**src/rtl/yapp_tx_pkg.sv**
```systemverilog
// rtl/yapp_tx_pkg.sv - shared types, constants and header helper for the YAPP transmitter
package yapp_tx_pkg;

    typedef enum logic [2:0] {
        ST_IDLE = 3'd0,
        ST_LOAD = 3'd1,
        ST_HDR  = 3'd2,
        ST_PLD  = 3'd3,
        ST_PAR  = 3'd4,
        ST_GAP  = 3'd5
    } yapp_state_e;

    localparam int         YAPP_MAX_LEN = 63;
    localparam logic [1:0] ADDR_ILLEGAL = 2'd3;

    function automatic logic [7:0] yapp_header(input logic [5:0] len, input logic [1:0] addr);
        return {len, addr};
    endfunction

endpackage

```
**src/rtl/yapp_tx_buf.sv**
```systemverilog
// rtl/yapp_tx_buf.sv - payload buffer, one synchronous write port and one asynchronous read port
module yapp_tx_buf #(
    parameter int DEPTH = 64,
    parameter int AW    = 6
) (
    input  logic          clock,
    input  logic          i_wr_en,
    input  logic [AW-1:0] i_wr_addr,
    input  logic [7:0]    i_wr_data,
    input  logic [AW-1:0] i_rd_addr,
    output logic [7:0]    o_rd_data
);

    logic [7:0] r_mem [DEPTH];

    // Store one payload byte per accepted load cycle; contents need no reset.
    always_ff @(posedge clock) begin
        if (i_wr_en) begin
            r_mem[i_wr_addr] <= i_wr_data;
        end
    end

    // Async read so buffer[0] is already on the bus in the first payload cycle.
    assign o_rd_data = r_mem[i_rd_addr];

endmodule

```
**src/rtl/yapp_tx.sv**
```systemverilog
// rtl/yapp_tx.sv - YAPP packet transmitter: buffers a payload, then sends header, payload and parity
module yapp_tx
    import yapp_tx_pkg::*;
#(
    parameter int GAP_CYCLES = 1,
    parameter int MAX_LEN    = YAPP_MAX_LEN
) (
    input  logic       clock,
    input  logic       reset,
    input  logic       cmd_valid,
    output logic       cmd_ready,
    input  logic [1:0] cmd_addr,
    input  logic [5:0] cmd_len,
    input  logic       cmd_bad_parity,
    input  logic       pl_valid,
    output logic       pl_ready,
    input  logic [7:0] pl_data,
    output logic [7:0] in_data,
    output logic       in_data_vld,
    input  logic       in_suspend,
    output logic       busy,
    output logic       pkt_done
);

    // The IDLE cycle in which the next command is accepted is itself the last
    // idle cycle on the link, so GAP only has to cover GAP_CYCLES-1 cycles.
    localparam logic [3:0] GAP_LAST = (GAP_CYCLES > 1) ? 4'(GAP_CYCLES - 2) : 4'd0;
    localparam bit         USE_GAP  = (GAP_CYCLES > 1);

    yapp_state_e r_state;
    yapp_state_e w_next;

    logic [1:0] r_addr;
    logic [5:0] r_len;
    logic       r_bad;
    logic [5:0] r_cnt;
    logic [5:0] r_rd_ptr;
    logic [7:0] r_parity;
    logic [3:0] r_gap_cnt;
    logic       r_pkt_done;

    logic       w_wr_en;
    logic [7:0] w_rd_data;
    logic [7:0] w_hdr;
    logic       w_last_load;
    logic       w_last_rd;

    assign w_hdr       = yapp_header(r_len, r_addr);
    assign w_last_load = (r_cnt == (r_len - 6'd1));
    assign w_last_rd   = (r_rd_ptr == (r_len - 6'd1));
    assign busy        = (r_state != ST_IDLE);
    assign pkt_done    = r_pkt_done;

    yapp_tx_buf #(
        .DEPTH (MAX_LEN + 1),
        .AW    (6)
    ) u_buf (
        .clock     (clock),
        .i_wr_en   (w_wr_en),
        .i_wr_addr (r_cnt),
        .i_wr_data (pl_data),
        .i_rd_addr (r_rd_ptr),
        .o_rd_data (w_rd_data)
    );

    // State register.
    always_ff @(posedge clock) begin
        if (reset) begin
            r_state <= ST_IDLE;
        end else begin
            r_state <= w_next;
        end
    end

    // Next-state decode and link/handshake outputs; link outputs freeze while suspended
    // because the state and pointers only advance on a real transfer.
    always_comb begin
        w_next      = r_state;
        cmd_ready   = 1'b0;
        pl_ready    = 1'b0;
        in_data     = 8'h00;
        in_data_vld = 1'b0;
        w_wr_en     = 1'b0;
        case (r_state)
            ST_IDLE: begin
                cmd_ready = ~reset;
                if (cmd_valid) begin
                    w_next = (cmd_len == 6'd0) ? ST_HDR : ST_LOAD;
                end
            end
            ST_LOAD: begin
                pl_ready = 1'b1;
                if (pl_valid) begin
                    w_wr_en = 1'b1;
                    if (w_last_load) begin
                        w_next = ST_HDR;
                    end
                end
            end
            ST_HDR: begin
                in_data     = w_hdr;
                in_data_vld = 1'b1;
                if (!in_suspend) begin
                    w_next = (r_len == 6'd0) ? ST_PAR : ST_PLD;
                end
            end
            ST_PLD: begin
                in_data     = w_rd_data;
                in_data_vld = 1'b1;
                if (!in_suspend && w_last_rd) begin
                    w_next = ST_PAR;
                end
            end
            ST_PAR: begin
                in_data     = r_bad ? ~r_parity : r_parity;
                in_data_vld = 1'b1;
                if (!in_suspend) begin
                    w_next = USE_GAP ? ST_GAP : ST_IDLE;
                end
            end
            ST_GAP: begin
                if (r_gap_cnt == GAP_LAST) begin
                    w_next = ST_IDLE;
                end
            end
            default: w_next = ST_IDLE;
        endcase
    end

    // Command latch, load counter, running parity, read pointer, gap counter and done pulse.
    always_ff @(posedge clock) begin
        if (reset) begin
            r_addr     <= 2'd0;
            r_len      <= 6'd0;
            r_bad      <= 1'b0;
            r_cnt      <= 6'd0;
            r_rd_ptr   <= 6'd0;
            r_parity   <= 8'h00;
            r_gap_cnt  <= 4'd0;
            r_pkt_done <= 1'b0;
        end else begin
            r_pkt_done <= (r_state == ST_PAR) && !in_suspend;
            case (r_state)
                ST_IDLE: begin
                    if (cmd_valid) begin
                        r_addr   <= cmd_addr;
                        r_len    <= cmd_len;
                        r_bad    <= cmd_bad_parity;
                        r_cnt    <= 6'd0;
                        r_parity <= yapp_header(cmd_len, cmd_addr);
                    end
                end
                ST_LOAD: begin
                    if (pl_valid) begin
                        r_parity <= r_parity ^ pl_data;
                        r_cnt    <= r_cnt + 6'd1;
                    end
                end
                ST_HDR: begin
                    r_rd_ptr <= 6'd0;
                end
                ST_PLD: begin
                    if (!in_suspend) begin
                        r_rd_ptr <= r_rd_ptr + 6'd1;
                    end
                end
                ST_PAR: begin
                    r_gap_cnt <= 4'd0;
                end
                ST_GAP: begin
                    r_gap_cnt <= r_gap_cnt + 4'd1;
                end
                default: ;
            endcase
        end
    end

endmodule

```
**config.mk**
```make
export PLATFORM = sky130hd
export DESIGN_NAME = yapp_tx
export DESIGN_NICKNAME = d
export VERILOG_FILES = /design/src/rtl/yapp_tx_pkg.sv /design/src/rtl/yapp_tx_buf.sv /design/src/rtl/yapp_tx.sv
export SDC_FILE = /design/constraint.sdc
export NUM_CORES = 1
export LEC_CHECK = 0
export ABC_CLOCK_PERIOD_IN_PS = 6100
export CAP_MARGIN = 20
export CORE_MARGIN = 1
export CORE_UTILIZATION = 55
export DETAILED_ROUTE_END_ITERATION = 16
export PLACE_DENSITY_LB_ADDON = 0.2
export SLEW_MARGIN = 40
export SYNTH_ARGS = -nofsm -noshare
export SYNTH_HDL_FRONTEND = slang
export SYNTH_SLANG_ARGS = --single-unit
```
**constraint.sdc**
```tcl
create_clock -name clock -period 6.1 [get_ports clock]
set_input_delay 1.22 -clock clock [delete_from_list [all_inputs] [get_ports clock]]
set_output_delay 1.22 -clock clock [all_outputs]
set_load 0.02 [all_outputs]
```
==> run metrics <==
outcome complete, no violations; post-synthesis mux area share 15.5%; Initial Util 56.0%; gr ovfl total 0; CTS Hold Bufs 0; routed length per instance 26.9 um; top post-synthesis cells by area edfxtp_1 (69%), mux4_2 (12%), dfxtp_1 (3.9%), mux2i_1 (2.8%), nor2_1 (1.7%); Crit path required time 4.88 ns; antenna fix cells 0; static leakage 7.48 nW; post-synthesis compound-gate area fraction 3.26%; top cell type's share of synthesized area 68.9%; sequential-to-total area share from yosys stat 72.8%; Syn Std Cell Area 22300 sq um; layout cell share with drive strength beyond 1 21.8%; Clock Sinks 555; hold crit path type reg -> reg; Rows 73; clock-pin slew on the worst setup and hold paths 0.06 ns; Final Hold Vio Count 0; post-cts sizing count 0; Peak Freq 0.199 GHz; vias in the first global route 11500; PnR worst setup slack 1.08 ns; Synthesis Warnings 0; syn_nets 1247; cell taking the most area after synthesis edfxtp_1; final wirelength 49.5 mm; syn_area_per_cell 18.3 sq um; fin area 25000 sq um; Critical Path Fanout Max 36; H-tree depth 2; Final HPWL DP 30.4 mm; Worst EP arrival 3.80 ns; Synth Instances 1219; Synth Area in Simple Gates 5.11%; Critical Path Source Type flop; post-place instance area 23200 sq um; CP endpoint kind output port; Vias/cell 6.26; initial antenna violation count 0; Area Overhead vs Synth 12.0%; DR iter-0 viols 1099; clk_lat worst skew 0.60 ns; largest net degree at the start of global routing 67; clk buf depth 3; post-CTS setup buffer count 0; TritonCTS clock tree yes; #FFs+latches synth 555; Synth Area in XOR/XNOR 1.26%; total CTS buffers 55; GP Congestion 0.870; root buffer cell clkbuf_16; PwrDens 332 nW/um^2; setup TNS 0 ns; Vias 11500; fillcell total 2806; DRT Pass-1 Iters 5; Die Wd 203 um; RSZ-0062 raised after global routing false; Worst-Margin Slew 0.866 ns; VDD IR max 0.250 mV; Post-synth EDFFs 512; Tcrit/Tclk final 82.4%; DRC 0; gr usage total 24.6%; first-pass GRT wire length 73.6 mm; main combinational cell family by area after synthesis multiplexers; final setup fails 0; I/O Buffers 34; area share of fa/ha/maj cells after synthesis 0.337%; remaining antenna violation count 0; relative slew slack 42.1%; Synth cell types 48; Core Footprint 39800 sq um; Max Cap Viol 0; CP Class reg -> out; Post-synth top flop edfxtp_1; Setup WS pre-CTS 1.71 ns; max-slew violations 0; Die H 203 um; die footprint 41400 sq um; Ports 35; post-synthesis async set-or-reset flop share 0%; Max Clock Skew 0.0185 ns; minimum clock period 5.02 ns; Total Nets Final 1295
-- stage by stage --
| step | utilization [%] | hold WS [ns] | cells | total power [mW] |
|---|---|---|---|---|
| after floorplan | - | 0.437 | 1219 | 4.85 |
| after global placement | 58.1 | 0.446 | 1735 | 5.11 |
| after detailed placement | 58.3 | 0.461 | 1735 | 5.13 |
| after CTS | 62.6 | 0.468 | 1835 | 8.33 |
| after global routing | 62.7 | 0.482 | 1835 | 8.56 |
| final | 62.7 | 0.467 | 1835 | 8.29 |
-- logic make-up after synthesis --
family,Yosys count
xor+xnor,32
buf+inv,78
fa+ha+maj,6
mux,191
flops,555
compound gates,110
simple gates,247
-- worst max-delay path: stages (launching register included) --
cell,delay [ns]
dfxtp_4,0.78
buf_4,0.54
mux4_2,0.30
mux2i_1,0.07
a22oi_1,0.34
nand3_1,0.25
o211ai_1,0.21
clkdlybuf4s50_1,0.66
-- routing by layer --
| metal | vias to the layer above | routed length [um] | global-route usage [%] |
|---|---|---|---|
| li1 | 4989 | - | - |
| met1 | 5963 | 20700 | 35.0 |
| met2 | 440 | 23600 | 37.9 |
| met3 | 86 | 3700 | 5.61 |
| met4 | 0 | 1460 | 8.67 |
| met5 | - | 0 | 0 |
-- path summary, 6_finish.rpt --
| check | from | end | slack (ns) | depth (start not counted) |
|---|---|---|---|---|
| max | flop | in_data[1] | 1.08 | 7 |
| min | r_addr[0]$_SDFFE_PP0P_ | r_addr[0]$_SDFFE_PP0P_ | 0.47 | 2 |
| max reg2reg | r_state[1]$_SDFFE_PP0P_ | u_buf.r_mem[14][5]$_DFFE_PP_ | 2.31 | 7 |
| min reg2reg | r_addr[0]$_SDFFE_PP0P_ | r_addr[0]$_SDFFE_PP0P_ | 0.47 | 2 |
-- power breakdown --
part	switching [mW]	internal [mW]	leakage, nW
Combinational	0.465	0.307	1.70
Clock	1.38	1.86	0.836
Sequential	0.0778	4.21	4.95
Total	1.92	6.37	7.48
-- cells in the mapped netlist, types with 2 or more instances --
cell       count
a21o_1         3
buf_2         23
a221oi_1       4
xor2_1        13
a2bb2oi_1      8
xnor2_1       19
o21ai_0       17
nor4_1         6
a22oi_1       27
mux4_2       123
a21oi_1       32
nand2b_1       3
buf_1          3
nor2_1       102
mux2_2         6
mux2i_1       62
a32oi_1        2
nand4_1       11
inv_1          9
or3_1          2
a31oi_1        2
nand3_1       22
edfxtp_1     512
ha_1           6
and3_1         4
nor3b_1       11
dfxtp_1       43
and3b_1        2
o211ai_1       8
nor3_1         4
nand3b_1       3
nor2b_1        9
clkbuf_1      27
and2_1         2
a221o_1        2
buf_4         15
nand2_1       61
-- final cells by class --
type                            instances  area (sq um)  share of cell area [%]
Sequential cell                       555         16200                    65.0
Multi-Input combinational cell        586          5790                    23.2
Clock buffer                           64          1410                    5.65
Tap cell                              525           657                    2.63
Timing Repair Buffer                   60           538                    2.15
Clock inverter                         36           305                    1.22
Inverter                                9          33.8                   0.135
-- flip-flops by register name, indices dropped and copies added, names as in the netlist, named ones only --
register,count
r_cnt,6
r_len,6
r_parity,8
r_addr,2
r_state,3
pkt_done,1
r_rd_ptr,6
u_buf.r_mem,512
r_gap_cnt,4
r_bad,1
-- layout by cell type (no fill, tap or decap), types with 13 or more instances in the layout --
| master | Yosys | layout |
|---|---|---|
| a21oi_1 | 32 | 32 |
| nor2_1 | 102 | 60 |
| clkinv_1 | 0 | 20 |
| xor2_1 | 13 | 13 |
| nand3_1 | 22 | 22 |
| dfxtp_1 | 43 | 39 |
| mux2i_1 | 62 | 62 |
| o21ai_0 | 17 | 17 |
| xnor2_1 | 19 | 19 |
| mux4_2 | 123 | 123 |
| buf_4 | 15 | 25 |
| a22oi_1 | 27 | 27 |
| nor2_2 | 1 | 43 |
| clkdlybuf4s50_1 | 0 | 26 |
| clkbuf_16 | 0 | 55 |
| nand2_1 | 61 | 61 |
| edfxtp_1 | 512 | 512 |
Note: power is estimated with default switching activity, not from simulation.
